$ cat src/rtl/fwd_hazard_unit.sv
// ---------------------------------------------------------------------------
// fwd_hazard_unit
//
// Operand-bypass and load-use hazard unit for an in-order pipeline.
//
// A small tracker remembers the destination of every instruction that has
// left ID and is still in flight (T[0] = EX, T[1] = next stage, ...). Each
// source operand of the instruction in ID is compared against the tracker.
// The youngest matching producer supplies the bypass select that travels
// with the instruction into EX. A producer that is a load, and whose data
// is not yet available by the time the consumer reaches EX, forces a
// one-cycle stall. While stalled, the tracker keeps draining and a bubble
// is inserted behind it.
//
// Ports
//   clk          in   rising-edge clock
//   rst_n        in   asynchronous active-low reset
//   id_valid     in   ID holds a real instruction
//   id_src_addr  in   NUM_SRC*REG_AW source addresses, src i at [i*REG_AW +: REG_AW]
//   id_src_used  in   NUM_SRC per-source "operand is read" flags
//   id_dst_addr  in   REG_AW destination register
//   id_dst_wr    in   instruction writes id_dst_addr
//   id_is_load   in   instruction is a memory read
//   flush        in   squash all in-flight instructions and ID
//   stall        out  hold PC/IF/ID this cycle (combinational)
//   ex_valid     out  EX holds a real instruction
//   ex_fwd_sel   out  NUM_SRC*SELW bypass selects for the instruction in EX
//                     (0 = register file, k+1 = output of stage k)
//   stall_cnt    out  CNT_W saturating count of load-use stall cycles
// ---------------------------------------------------------------------------
module fwd_hazard_unit #(
  parameter int REG_AW    = 3,
  parameter int DEPTH     = 3,
  parameter int NUM_SRC   = 2,
  parameter int LOAD_STG  = 2,
  parameter int ZERO_HARD = 0,
  parameter int CNT_W     = 16,
  localparam int SELW     = $clog2(DEPTH + 1)
) (
  input  logic                      clk,
  input  logic                      rst_n,
  input  logic                      id_valid,
  input  logic [NUM_SRC*REG_AW-1:0] id_src_addr,
  input  logic [NUM_SRC-1:0]        id_src_used,
  input  logic [REG_AW-1:0]         id_dst_addr,
  input  logic                      id_dst_wr,
  input  logic                      id_is_load,
  input  logic                      flush,
  output logic                      stall,
  output logic                      ex_valid,
  output logic [NUM_SRC*SELW-1:0]   ex_fwd_sel,
  output logic [CNT_W-1:0]          stall_cnt
);

  // One in-flight producer record.
  typedef struct packed {
    logic              v;
    logic              wr;
    logic              ld;
    logic [REG_AW-1:0] dst;
  } trk_t;

  trk_t                    trk_reg [DEPTH];
  logic                    ex_valid_reg;
  logic [NUM_SRC*SELW-1:0] ex_fwd_sel_reg;
  logic [CNT_W-1:0]        stall_cnt_reg;

  logic [NUM_SRC*SELW-1:0] sel_next;
  logic [NUM_SRC-1:0]      src_haz;
  logic                    stall_int;

  // -------------------------------------------------------------------------
  // Per-source match and priority selection.
  // -------------------------------------------------------------------------
  genvar gi;
  generate
    for (gi = 0; gi < NUM_SRC; gi++) begin : g_src
      logic [REG_AW-1:0] src;
      logic [SELW-1:0]   sel;
      logic              haz;

      assign src = id_src_addr[gi*REG_AW +: REG_AW];

      // Walking from the oldest stage down to the youngest lets the youngest
      // match overwrite any older one, so no explicit "found" flag is needed.
      // Producers older than the tracked window are already in the register
      // file, so no match means select 0.
      always_comb begin
        sel = '0;
        haz = 1'b0;
        for (int k = DEPTH - 1; k >= 0; k--) begin
          if (id_src_used[gi] && trk_reg[k].v && trk_reg[k].wr &&
              (trk_reg[k].dst == src) &&
              ((ZERO_HARD == 0) || (src != '0))) begin
            sel = SELW'(k + 1);
            // Load data first appears at the output of stage LOAD_STG-1,
            // i.e. select value LOAD_STG; anything younger is not ready.
            haz = trk_reg[k].ld && ((k + 1) < LOAD_STG);
          end
        end
      end

      assign sel_next[gi*SELW +: SELW] = sel;
      assign src_haz[gi]               = haz;
    end
  endgenerate

  // Flush beats the hazard; reset also masks it so stall is quiet while
  // rst_n is held regardless of what ID presents.
  assign stall_int = rst_n & id_valid & ~flush & (|src_haz);
  assign stall     = stall_int;

  // -------------------------------------------------------------------------
  // Tracker, EX stage registers.
  // -------------------------------------------------------------------------
  always_ff @(posedge clk or negedge rst_n) begin
    if (!rst_n) begin
      for (int k = 0; k < DEPTH; k++) begin
        trk_reg[k] <= '0;
      end
      ex_valid_reg   <= 1'b0;
      ex_fwd_sel_reg <= '0;
    end else if (flush) begin
      for (int k = 0; k < DEPTH; k++) begin
        trk_reg[k] <= '0;
      end
      ex_valid_reg   <= 1'b0;
      ex_fwd_sel_reg <= '0;
    end else begin
      // The tracker drains every cycle, stalled or not: producers ahead of
      // the stalled instruction keep moving toward write-back.
      for (int k = DEPTH - 1; k > 0; k--) begin
        trk_reg[k] <= trk_reg[k-1];
      end
      if (stall_int) begin
        trk_reg[0]     <= '0;
        ex_valid_reg   <= 1'b0;
        ex_fwd_sel_reg <= '0;
      end else begin
        trk_reg[0].v   <= id_valid;
        trk_reg[0].wr  <= id_dst_wr;
        trk_reg[0].ld  <= id_is_load;
        trk_reg[0].dst <= id_dst_addr;
        ex_valid_reg   <= id_valid;
        ex_fwd_sel_reg <= sel_next;
      end
    end
  end

  // -------------------------------------------------------------------------
  // Saturating load-use stall counter; flush does not touch it.
  // -------------------------------------------------------------------------
  always_ff @(posedge clk or negedge rst_n) begin
    if (!rst_n) begin
      stall_cnt_reg <= '0;
    end else if (stall_int && (stall_cnt_reg != {CNT_W{1'b1}})) begin
      stall_cnt_reg <= stall_cnt_reg + CNT_W'(1);
    end
  end

  assign ex_valid   = ex_valid_reg;
  assign ex_fwd_sel = ex_fwd_sel_reg;
  assign stall_cnt  = stall_cnt_reg;

endmodule

$ cat config.mk
export PLATFORM = sky130hd
export DESIGN_NAME = fwd_hazard_unit
export DESIGN_NICKNAME = d
export VERILOG_FILES = /design/src/rtl/fwd_hazard_unit.sv
export SDC_FILE = /design/constraint.sdc
export NUM_CORES = 1
export LEC_CHECK = 0
export BUFFER_PORTS_ARGS = -buffer_cell sky130_fd_sc_hd__buf_2
export CORE_MARGIN = 5
export CORE_UTILIZATION = 57
export DETAILED_ROUTE_END_ITERATION = 10
export GPL_TIMING_DRIVEN = 0
export PLACE_DENSITY_LB_ADDON = 0.08
export SLEW_MARGIN = 0
export SYNTH_ARGS = -nofsm -noshare
export SYNTH_HDL_FRONTEND = slang
export SYNTH_SLANG_ARGS = --single-unit
export TNS_END_PERCENT = 1
$ cat constraint.sdc
create_clock -name clk -period 4.74 [get_ports clk]
set_input_delay 0.237 -clock clk [delete_from_list [all_inputs] [get_ports clk]]
set_output_delay 0.237 -clock clk [all_outputs]
set_load 0.02 [all_outputs]
==> flow_metrics.env, run 1 <==
export IMPL_status="complete, no violations"
export IMPL_die_y_um=64.4
export IMPL_drive_gt1_share_pct=26.0
export IMPL_cts_setup_buffers=0
export IMPL_path_cells="dlygate4sd3_1, buf_2, and4b_1, o21ai_2, inv_2, buf_2"
export IMPL_final_common_cell="buf_2"
export IMPL_fp_row_count=19
export IMPL_first_pass_iters=4
export IMPL_grt_pass1_wl_mm=5.67
export IMPL_synth_edf_count=0
export IMPL_drt_initial_drc_count=74
export IMPL_layoutNonFillerInstCount=223
export IMPL_netlist_instances=145
export IMPL_layout_common_cells="buf_2 (38), dfrtp_1 (36), xor2_1 (21)"
export IMPL_switching_power_uw=121
export IMPL_ios=39
export IMPL_end_kind="primary output"
export IMPL_insertion_delay_ns=0.33
export IMPL_dp_cells=214
export IMPL_die_w_um=64.4
export IMPL_largest_reg_flops=16
export IMPL_worstPathMaxFanout=37
export IMPL_start_util_pct=60.0
export IMPL_synth_area_leaders="dfrtp_1 (53%), xor2_1 (11%), xnor2_1 (6.2%), nor2b_1 (4.5%), nand3_1 (3.6%)"
export IMPL_avgSynthCellArea_sq_um=11.6
export IMPL_cp_slowest_cell="buf_2"
export IMPL_seq_power_share_pct=60.8
export IMPL_switching_share_pct=23.2
export IMPL_setup_worst_path_class="in2out"
export IMPL_syn_area_sq_mm=0.00168
export IMPL_layout_setup_ws_ns=2.41
export IMPL_clk_path_buf_depth=2
export IMPL_cts_tree="yes"
export IMPL_min_delay_path_class="in2reg"
export IMPL_synth_distinct_cells=26
export IMPL_synth_nets=163
export IMPL_place_ws_ns=2.68
export IMPL_power_internal_uw=401
export IMPL_path_common_cell="buf_2"
export IMPL_fin_skew_ns=0.00782
export IMPL_yosysSeqAreaShare_pct=53.5
export IMPL_htreeDepth=2
export IMPL_ant_nets=0
export IMPL_synth_compound_area_share_pct=2.38
export IMPL_required_ns=4.50
export IMPL_worst_path_buf_inv=4
export IMPL_num_vias=1241
export IMPL_yosysTopAreaCellShare_pct=53.5
export IMPL_cp_top_family="buffers and inverters"
export IMPL_pwr_share_clk_pct=31.8
export IMPL_drc_errors=0
export IMPL_min_period_ns=2.33
export IMPL_antenna_found_initial=0
export IMPL_dpl_hpwl_mm=2.47
export IMPL_p_total_uw=522
export IMPL_drt_wl_total_mm=3.26
export IMPL_synth_top_family_by_area="simple AND/OR/NAND/NOR gates"
export IMPL_cp_slowest_stage_delay_ns=0.60
export IMPL_async_flop_share_pct=100
export IMPL_cts_sinks=36
export IMPL_muxShareOfSynthArea_pct=0.892
export IMPL_dieArea_sq_mm=0.00414
export IMPL_synth_seq_cells=36
export IMPL_yosys_warnings=0
export IMPL_relSlewSlack_pct=49.2
export IMPL_clk_pin_slew_worst_paths_ns=0.09
export IMPL_tns_ns=0
export IMPL_fin_crit_sh_pct=49.2
export IMPL_post_drt_wl_per_cell_um=14.6
export IMPL_io_buffers=38
export IMPL_tightestPinTransition_ns=0.761
export IMPL_maxCapViolCount=0
export IMPL_leakage_nw=1.02
export IMPL_antenna_cells=0
export IMPL_grt_overflow=0
export IMPL_synth_xor_area_share_pct=17.2
export IMPL_cp_start_kind="input pin"
export IMPL_final_net_count=209
export IMPL_vias_per_cell=5.57
export IMPL_ir_worst_vdd_mv=0.197
export IMPL_comb_power_share_pct=7.4
export IMPL_setup_viol=0
export IMPL_grt_usage_pct=18.0
export IMPL_first_global_vias=1262
export IMPL_syn_to_final_growth_pct=17.7
export IMPL_synth_fa_ha_area_share_pct=0.743
export IMPL_root_buffer="clkbuf_4"
export IMPL_report_final_hold_viol_count=0
export IMPL_yosys_area_share_simple_pct=24.0
export IMPL_core_area_sq_mm=0.00281
export IMPL_grt_max_degree=38
export IMPL_power_density_mw_per_mm2=263
export IMPL_synth_top_area_cell="dfrtp_1"
export IMPL_gp_congestion=0.743
export IMPL_cp_arrival_ns=2.10
export IMPL_synth_ff_type="dfrtp_1"
export IMPL_cts_buffers=5
export IMPL_max_freq_ghz=0.429
export IMPL_rsz0062_at_grt="false"
export IMPL_finalMaxSlewViolations=0
through the flow:
step / util (%) / cell area [sq um] / hold slack (ns)
finish: 70.7 / 1980 / 0.109
global route: 70.7 / 1980 / 0.0934
CTS: 70.7 / 1980 / 0.0982
detailed placement: 68.2 / 1910 / 0.356
global placement: 68.2 / 1910 / 0.344
floorplan: - / 1680 / -0.0586
per-layer routing:
layer | up-vias | wire, um | part of all wire (%) | global-route usage (%)
met4 | 0 | 59 | 1.8 | 8.97
met2 | 37 | 1530 | 47 | 28.6
met1 | 605 | 1460 | 45 | 22.9
met5 | - | 0 | 0 | 0
li1 | 592 | - | - | -
met3 | 7 | 207 | 6.4 | 4.55
what timing repair did:
item	in CTS	in global routing
endpoints found under the setup margin	0	0
gates resized for setup	0	0
hold buffers	1	0
hold endpoints to repair	36	0
path summary, 6_finish.rpt:
check                                     startpoint                         to  slack, ns  cells past startpoint
min                                   id_dst_addr[1]      trk_reg[13]$_DFF_PN0_       0.11                      2
min reg2reg                stall_cnt[15]$_DFFE_PN0P_  stall_cnt[15]$_DFFE_PN0P_       0.51                      1
min in group asynchronous                      rst_n       trk_reg[4]$_DFF_PN0_       0.50                      2
max                                            rst_n                      stall       2.41                      6
max reg2reg                    trk_reg[14]$_DFF_PN0_  stall_cnt[10]$_DFFE_PN0P_       2.84                      5
max in group asynchronous                      rst_n       trk_reg[8]$_DFF_PN0_       3.75                      2
cell usage after synthesis (all sizes together) (2+ instances only):
library cell   n
a21oi          2
nor4           5
nor3           3
dfrtp         36
and2           7
xnor2         12
nand2          5
nand4          9
clkbuf         2
nor2           4
or4            3
and3           2
xor2          21
nor2b         12
nand3         12
layout make-up:
cell class | count | area (sq um)
flip-flops and latches | 36 | 901
fillers | 221 | 823
multi-input cells | 105 | 761
repair buffers | 39 | 200
clock buffers | 8 | 58.8
well taps | 31 | 38.8
plain buffers | 3 | 18.8
inverters | 1 | 3.75
power by group through the flow:
stage / combinational, mW / sequential (mW) / clock, mW
finish: 0.0386 / 0.317 / 0.166
detailed placement: 0.0386 / 0.323 / 0
CTS: 0.0393 / 0.317 / 0.171
floorplan: 0.0178 / 0.323 / 0
global placement: 0.0368 / 0.323 / 0
global route: 0.0430 / 0.318 / 0.190
cell families (layout without fill, tap and decap cells):
group,Yosys count,count (layout)
compound gates,5,5
flops,36,36
fa+ha+maj,1,1
xor+xnor,33,33
mux,1,1
buf+inv,4,51
simple gates,65,65
worst register-to-register path: cells and delay by family, from the launching register on:
kind,cells,cell delay [ns]
DFF,1,0.42
and+or+nand+nor,2,0.63
AOI/OAI and AO/OA,1,0.43
xor gates and xnor gates,2,0.32
No activity file was read; power rests on OpenSTA's default activity.
==> run 2: changes to the inputs <==
--- a/config.mk
+++ b/config.mk
@@ -7,7 +7,7 @@
 export LEC_CHECK = 0
 export BUFFER_PORTS_ARGS = -buffer_cell sky130_fd_sc_hd__buf_2
 export CORE_MARGIN = 5
-export CORE_UTILIZATION = 57
+export CORE_UTILIZATION = 47
 export DETAILED_ROUTE_END_ITERATION = 10
 export GPL_TIMING_DRIVEN = 0
 export PLACE_DENSITY_LB_ADDON = 0.08
==> constraint.sdc (replaced) <==
create_clock -name clk -period 2 [get_ports clk]
set_input_delay 0.1 -clock clk [delete_from_list [all_inputs] [get_ports clk]]
set_output_delay 0.1 -clock clk [all_outputs]
set_load 0.02 [all_outputs]
==> run 2 against run 1 <==
  * Die area increased by 18%
  * Via count down 0.32%
  * Cell area up 5.7%
  * Combinational power rose to 2.8 times the previous value
  * Critical path depth shrank 1
  * Critical path type is now reg2out
  * Critical endpoint unchanged
  * Highest routed layer unchanged
==> flow_metrics.env, run 2 (same netlist as run 1, synthesis figures left out) <==
export IMPL_status="complete, no violations"
export IMPL_path_cells="xor2_1, nor4_4, o21ai_2, inv_2, buf_2"
export IMPL_seq_power_share_pct=59.6
export IMPL_cp_start_kind="register"
export IMPL_htreeDepth=2
export IMPL_switching_share_pct=24.2
export IMPL_regToRegEndpoint="stall_cnt[1]$_DFFE_PN0P_"
export IMPL_final_core_util_pct=61.3
export IMPL_leakage_nw=1.06
export IMPL_min_period_ns=1.87
export IMPL_root_buffer="clkbuf_4"
export IMPL_largest_reg_flops=16
export IMPL_insertion_delay_ns=0.33
export IMPL_cts_buffers=5
export IMPL_dpl_cell_area_sq_mm=0.00193
export IMPL_relSlewSlack_pct=71.4
export IMPL_final_common_cell="buf_2"
export IMPL_cts_tree="yes"
export IMPL_min_path_cells=5
export IMPL_maxCapViolCount=0
export IMPL_io_buffers=38
export IMPL_antenna_cells=0
export IMPL_syn_to_final_growth_pct=24.4
export IMPL_first_pass_iters=4
export IMPL_grt_pass1_wl_mm=6.00
export IMPL_max_freq_ghz=0.534
export IMPL_drt_initial_drc_count=83
export IMPL_drc_errors=0
export IMPL_ios=39
export IMPL_dpl_hpwl_mm=2.47
export IMPL_r2r_slack_ns=0.15
export IMPL_num_vias=1237
export IMPL_first_global_vias=1321
export IMPL_min_to="ex_fwd_sel[3]$_DFF_PN0_"
export IMPL_setup_viol=0
export IMPL_die_w_um=69.9
export IMPL_required_ns=1.90
export IMPL_dieArea_sq_mm=0.00488
export IMPL_drive_gt1_share_pct=27.0
export IMPL_antenna_found_initial=0
export IMPL_start_util_pct=49.3
export IMPL_tightestPinTransition_ns=0.430
export IMPL_layout_common_cells="buf_2 (38), dfrtp_1 (36), xor2_1 (21)"
export IMPL_nFillCells=287
export IMPL_cts_setup_buffers=0
export IMPL_ir_worst_vdd_mv=0.303
export IMPL_cp_slowest_cell="dfrtp_1"
export IMPL_min_delay_path_class="in2reg"
export IMPL_comb_power_share_pct=8.5
export IMPL_reg2reg_from="stall_cnt[12]$_DFFE_PN0P_"
export IMPL_rsz0062_at_grt="true"
export IMPL_cts_sinks=36
export IMPL_vias_per_cell=5.03
export IMPL_pwr_share_clk_pct=31.9
export IMPL_fp_row_count=21
export IMPL_clk_pin_slew_worst_paths_ns=0.11
export IMPL_r2r_cells=5
export IMPL_grt_max_degree=37
export IMPL_drt_wl_total_mm=3.42
export IMPL_clk_path_buf_depth=2
export IMPL_cp_slowest_stage_delay_ns=0.43
export IMPL_grt_overflow=0
export IMPL_die_y_um=69.9
export IMPL_core_area_sq_mm=0.00342
export IMPL_ant_nets=0
export IMPL_grt_usage_pct=15.4
export IMPL_report_final_hold_viol_count=0
export IMPL_cp_arrival_ns=1.77
export IMPL_worst_path_buf_inv=2
export IMPL_design_area_sq_mm=0.00209
export IMPL_fin_crit_sh_pct=93.7
export IMPL_worstPathMaxFanout=5
export IMPL_end_kind="primary output"
export IMPL_cp_top_family="flip-flops"
export IMPL_setup_worst_path_class="reg2out"
export IMPL_fin_skew_ns=0.00682
export IMPL_min_from="id_src_used[1]"
export IMPL_switching_power_uw=305
export IMPL_final_net_count=217
export IMPL_finalMaxSlewViolations=0
export IMPL_post_drt_wl_per_cell_um=13.9
export IMPL_power_internal_uw=957
export IMPL_gp_congestion=0.779
export IMPL_power_density_mw_per_mm2=603
## run 2: cell count changes in the layout (fill, tap and decap cells not counted)
cell	change
o2111a_1	-1
clkbuf_1	-2
dlygate4sd3_1	+7
buf_12	+1
clkinv_2	+2
o2111a_2	+1
## run 2: final cells by class
type | count | area [sq um] | area share, %
well taps | 46 | 57.6 | 2.75
plain buffers | 3 | 18.8 | 0.896
multi-input cells | 105 | 762 | 36.4
flip-flops and latches | 36 | 901 | 43.0
inverters | 1 | 3.75 | 0.179
clock inverters | 2 | 10.0 | 0.478
repair buffers | 47 | 290 | 13.9
clock buffers | 6 | 51.3 | 2.45
## run 2: power groups by stage
stage / Clock [mW] / Sequential, mW / Combinational (mW)
2_1_floorplan: 0 / 0.766 / 0.0423
3_3_place_gp: 0 / 0.766 / 0.0886
3_5_place_dp: 0 / 0.766 / 0.0908
4_1_cts: 0.423 / 0.752 / 0.109
5_1_grt: 0.454 / 0.754 / 0.120
6_report: 0.403 / 0.752 / 0.107
## run 2: per-stage QoR
step	total power [mW]	hold WS, ns	cells	setup slack [ns]	setup TNS, ns
global placement	0.854	0.221	229	0.0822	0
finish	1.26	0.186	246	0.126	0
floorplan	0.808	-0.196	145	0.119	0
CTS	1.28	0.176	246	0.0889	0
detailed placement	0.857	0.230	229	0.0632	0
global route	1.33	0.233	246	-0.00483	-0.00483
## run 2: metal layers
layer | wire length, um | vias up | global-route usage [%]
li1 | - | 612 | -
met3 | 223 | 4 | 4.16
met1 | 1590 | 586 | 19.4
met2 | 1570 | 35 | 24.7
met5 | 0 | - | 0
met4 | 34 | 0 | 7.02
## run 2: worst max path at each step
stage                             startpoint                   endpoint  cells after the start
floorplan           stall_cnt[0]$_DFFE_PN0P_   stall_cnt[1]$_DFFE_PN0P_                      6
global placement                       rst_n  stall_cnt[10]$_DFFE_PN0P_                      5
detailed placement                     rst_n  stall_cnt[10]$_DFFE_PN0P_                      5
CTS                    trk_reg[14]$_DFF_PN0_                      stall                      5
global route           trk_reg[13]$_DFF_PN0_                      stall                      5
finish                 trk_reg[13]$_DFF_PN0_                      stall                      5
## run 2: what timing repair did
| action | CTS | global route |
|---|---|---|
| hold buffers | 9 | 0 |
| endpoints found under the hold margin | 43 | 0 |
| resized for setup | 0 | 1 |
| endpoints found under the setup margin | 0 | 2 |
## run 2: worst register-to-register path: stages, from the launching register on
cell,delay [ns]
dfrtp_1,0.44
nand4_1,0.15
or4_1,0.57
o211a_1,0.16
buf_6,0.14
mux2_4,0.29
==> run 3: changes to the inputs <==
--- a/config.mk
+++ b/config.mk
@@ -6,7 +6,7 @@
 export NUM_CORES = 1
 export LEC_CHECK = 0
 export BUFFER_PORTS_ARGS = -buffer_cell sky130_fd_sc_hd__buf_2
-export CORE_MARGIN = 5
+export CORE_MARGIN = 1.5
 export CORE_UTILIZATION = 47
 export DETAILED_ROUTE_END_ITERATION = 10
 export GPL_TIMING_DRIVEN = 0
==> run 3 against run 2 <==
  * Setup slack got worse by 0.015 ns
  * Sequential power barely moved
  * Clock-buffer cell count did not move
  * Sequential cell count did not move
  * Clock skew rose by 0.0051 ns
  * Cell area rose by 1.0%
  * Largest cell class unchanged
  * Highest routed layer unchanged
  * Register-to-register slack got worse by 0.04 ns
==> flow_metrics.env, run 3 (same netlist as run 1, synthesis figures left out) <==
export IMPL_antenna_cells=0
export IMPL_required_ns=2.24
export IMPL_cp_depth=6
export IMPL_ios=39
export IMPL_tns_ns=0
export IMPL_fp_row_count=21
export IMPL_end_kind="register"
export IMPL_path_cells="ha_1, nand4_1, or4_1, o211a_1, buf_6, mux2_4"
export IMPL_relSlewSlack_pct=73.2
export IMPL_largest_reg_flops=16
export IMPL_regToRegEndpoint="stall_cnt[1]$_DFFE_PN0P_"
export IMPL_m1WireLength_mm=1.52
export IMPL_min_period_ns=1.89
export IMPL_num_vias=1260
export IMPL_layoutNonFillerInstCount=247
export IMPL_post_drt_wl_per_cell_um=13.4
export IMPL_status="complete, no violations"
export IMPL_setup_worst_path_class="reg2reg"
export IMPL_dr_wl_met2_mm=1.49
export IMPL_leakage_nw=1.08
export IMPL_reg2reg_from="stall_cnt[0]$_DFFE_PN0P_"
export IMPL_met3_length_um=215
export IMPL_cp_slowest_stage_delay_ns=0.44
export IMPL_cp_arrival_ns=2.13
export IMPL_antenna_found_initial=0
export IMPL_dp_cells=229
export IMPL_gp_congestion=0.790
export IMPL_min_to="ex_fwd_sel[3]$_DFF_PN0_"
export IMPL_grt_usage_pct=19.1
export IMPL_start_util_pct=49.7
export IMPL_cts_resized=0
export IMPL_die_w_um=62.9
export IMPL_clk_pin_slew_worst_paths_ns=0.11
export IMPL_fin_skew_ns=0.0119
export IMPL_setup_viol=0
export IMPL_cp_start_kind="register"
export IMPL_final_common_cell="buf_2"
export IMPL_fin_crit_sh_pct=94.4
export IMPL_tightestPinTransition_ns=0.402
export IMPL_dpl_hpwl_mm=2.38
export IMPL_drt_wl_total_mm=3.31
export IMPL_worst_path_buf_inv=1
export IMPL_grt_max_degree=37
export IMPL_maxCapViolCount=0
export IMPL_nFillCells=279
export IMPL_cts_buffers=5
export IMPL_first_pass_iters=5
export IMPL_vias_per_cell=5.10
export IMPL_power_density_mw_per_mm2=645
export IMPL_drt_initial_drc_count=88
export IMPL_insertion_delay_ns=0.36
export IMPL_report_final_hold_viol_count=0
export IMPL_min_path_cells=5
export IMPL_p_total_mw=1.37
export IMPL_cp_slowest_cell="or4_1"
export IMPL_grt_pass1_wl_mm=5.67
export IMPL_max_freq_ghz=0.530
export IMPL_cts_sinks=36
export IMPL_cp_top_family="simple AND/OR/NAND/NOR gates"
export IMPL_top_layer="met4"
export IMPL_worstPathMaxFanout=9
export IMPL_dieArea_sq_mm=0.00395
export IMPL_clk_path_buf_depth=2
export IMPL_drive_gt1_share_pct=26.4
export IMPL_io_buffers=38
export IMPL_layout_common_cells="buf_2 (38), dfrtp_1 (36), xor2_1 (21)"
export IMPL_grt_overflow=0
export IMPL_root_buffer="clkbuf_4"
export IMPL_rsz0062_at_grt="false"
export IMPL_min_from="id_src_used[1]"
export IMPL_drc_errors=0
export IMPL_syn_to_final_growth_pct=25.6
export IMPL_min_delay_path_class="in2reg"
export IMPL_htreeDepth=2
export IMPL_cts_tree="yes"
export IMPL_r2r_slack_ns=0.11
export IMPL_final_core_util_pct=62.4
export IMPL_finalMaxSlewViolations=0
export IMPL_ant_nets=0
export IMPL_die_y_um=62.9
export IMPL_ir_worst_vdd_mv=0.572
export IMPL_core_area_sq_mm=0.00339
export IMPL_first_global_vias=1187
export IMPL_r2r_cells=6
export IMPL_final_net_count=218
run 3: changes by cell type in the layout (fill, tap and decap cells not counted):
cell / previous run / this run
clkinv_2: 2 / 1
bufinv_16: 0 / 1
o2111a_1: 0 / 1
o2111a_2: 1 / 0
clkbuf_8: 1 / 0
clkbuf_1: 2 / 3
buf_4: 0 / 1
run 3: what timing repair did:
| item | in CTS | in global routing |
|---|---|---|
| hold buffers | 9 | 0 |
| endpoints found under the setup margin | 0 | 1 |
| hold endpoints to repair | 43 | 0 |
| setup buffers | 0 | 1 |
run 3: where the power goes:
group | switching, mW | leakage (nW) | internal, mW | total, mW
sequential | 0.0125 | 0.493 | 0.741 | 0.753
combinational | 0.0567 | 0.542 | 0.0495 | 0.106
clock | 0.244 | 0.0422 | 0.262 | 0.506
run 3: layout make-up:
type                    instances  area, sq um  area share (%)
flip-flops and latches         36          901            42.6
clock inverters                 2         35.0            1.66
inverters                       1         3.75           0.177
plain buffers                   3         18.8           0.887
well taps                      46         57.6            2.72
multi-input cells             105          761            36.0
repair buffers                 48          298            14.1
clock buffers                   6         41.3            1.95
run 3: how the worst max path moves through the flow:
stage	end	start	slack [ns]
2_1_floorplan	stall_cnt[1]$_DFFE_PN0P_	stall_cnt[0]$_DFFE_PN0P_	0.12
3_3_place_gp	stall_cnt[10]$_DFFE_PN0P_	rst_n	0.11
3_5_place_dp	stall_cnt[10]$_DFFE_PN0P_	rst_n	0.08
4_1_cts	stall	trk_reg[14]$_DFF_PN0_	0.09
5_1_grt	stall	trk_reg[13]$_DFF_PN0_	0.01
6_report	stall_cnt[1]$_DFFE_PN0P_	stall_cnt[0]$_DFFE_PN0P_	0.11
run 3: worst min-delay path, cell delays in order:
cell and delay, ns:
buf_2 0.12, nand3_1 0.08, nor4_1 0.06, nor2b_1 0.10, nor3_1 0.05
run 3: stage by stage:
step | hold slack [ns] | cell area [sq um] | setup WS, ns
final | 0.176 | 2120 | 0.111
after CTS | 0.156 | 2110 | 0.0917
after global placement | 0.212 | 1930 | 0.114
after global routing | 0.173 | 2120 | 0.0126
after floorplan | -0.196 | 1680 | 0.119
after detailed placement | 0.228 | 1930 | 0.0841
run 3: per-layer routing:
metal | vias up | track usage, %
met5 | - | 0
met4 | 0 | 8.33
met3 | 10 | 6.67
met2 | 49 | 26.6
met1 | 592 | 26.7
li1 | 609 | -
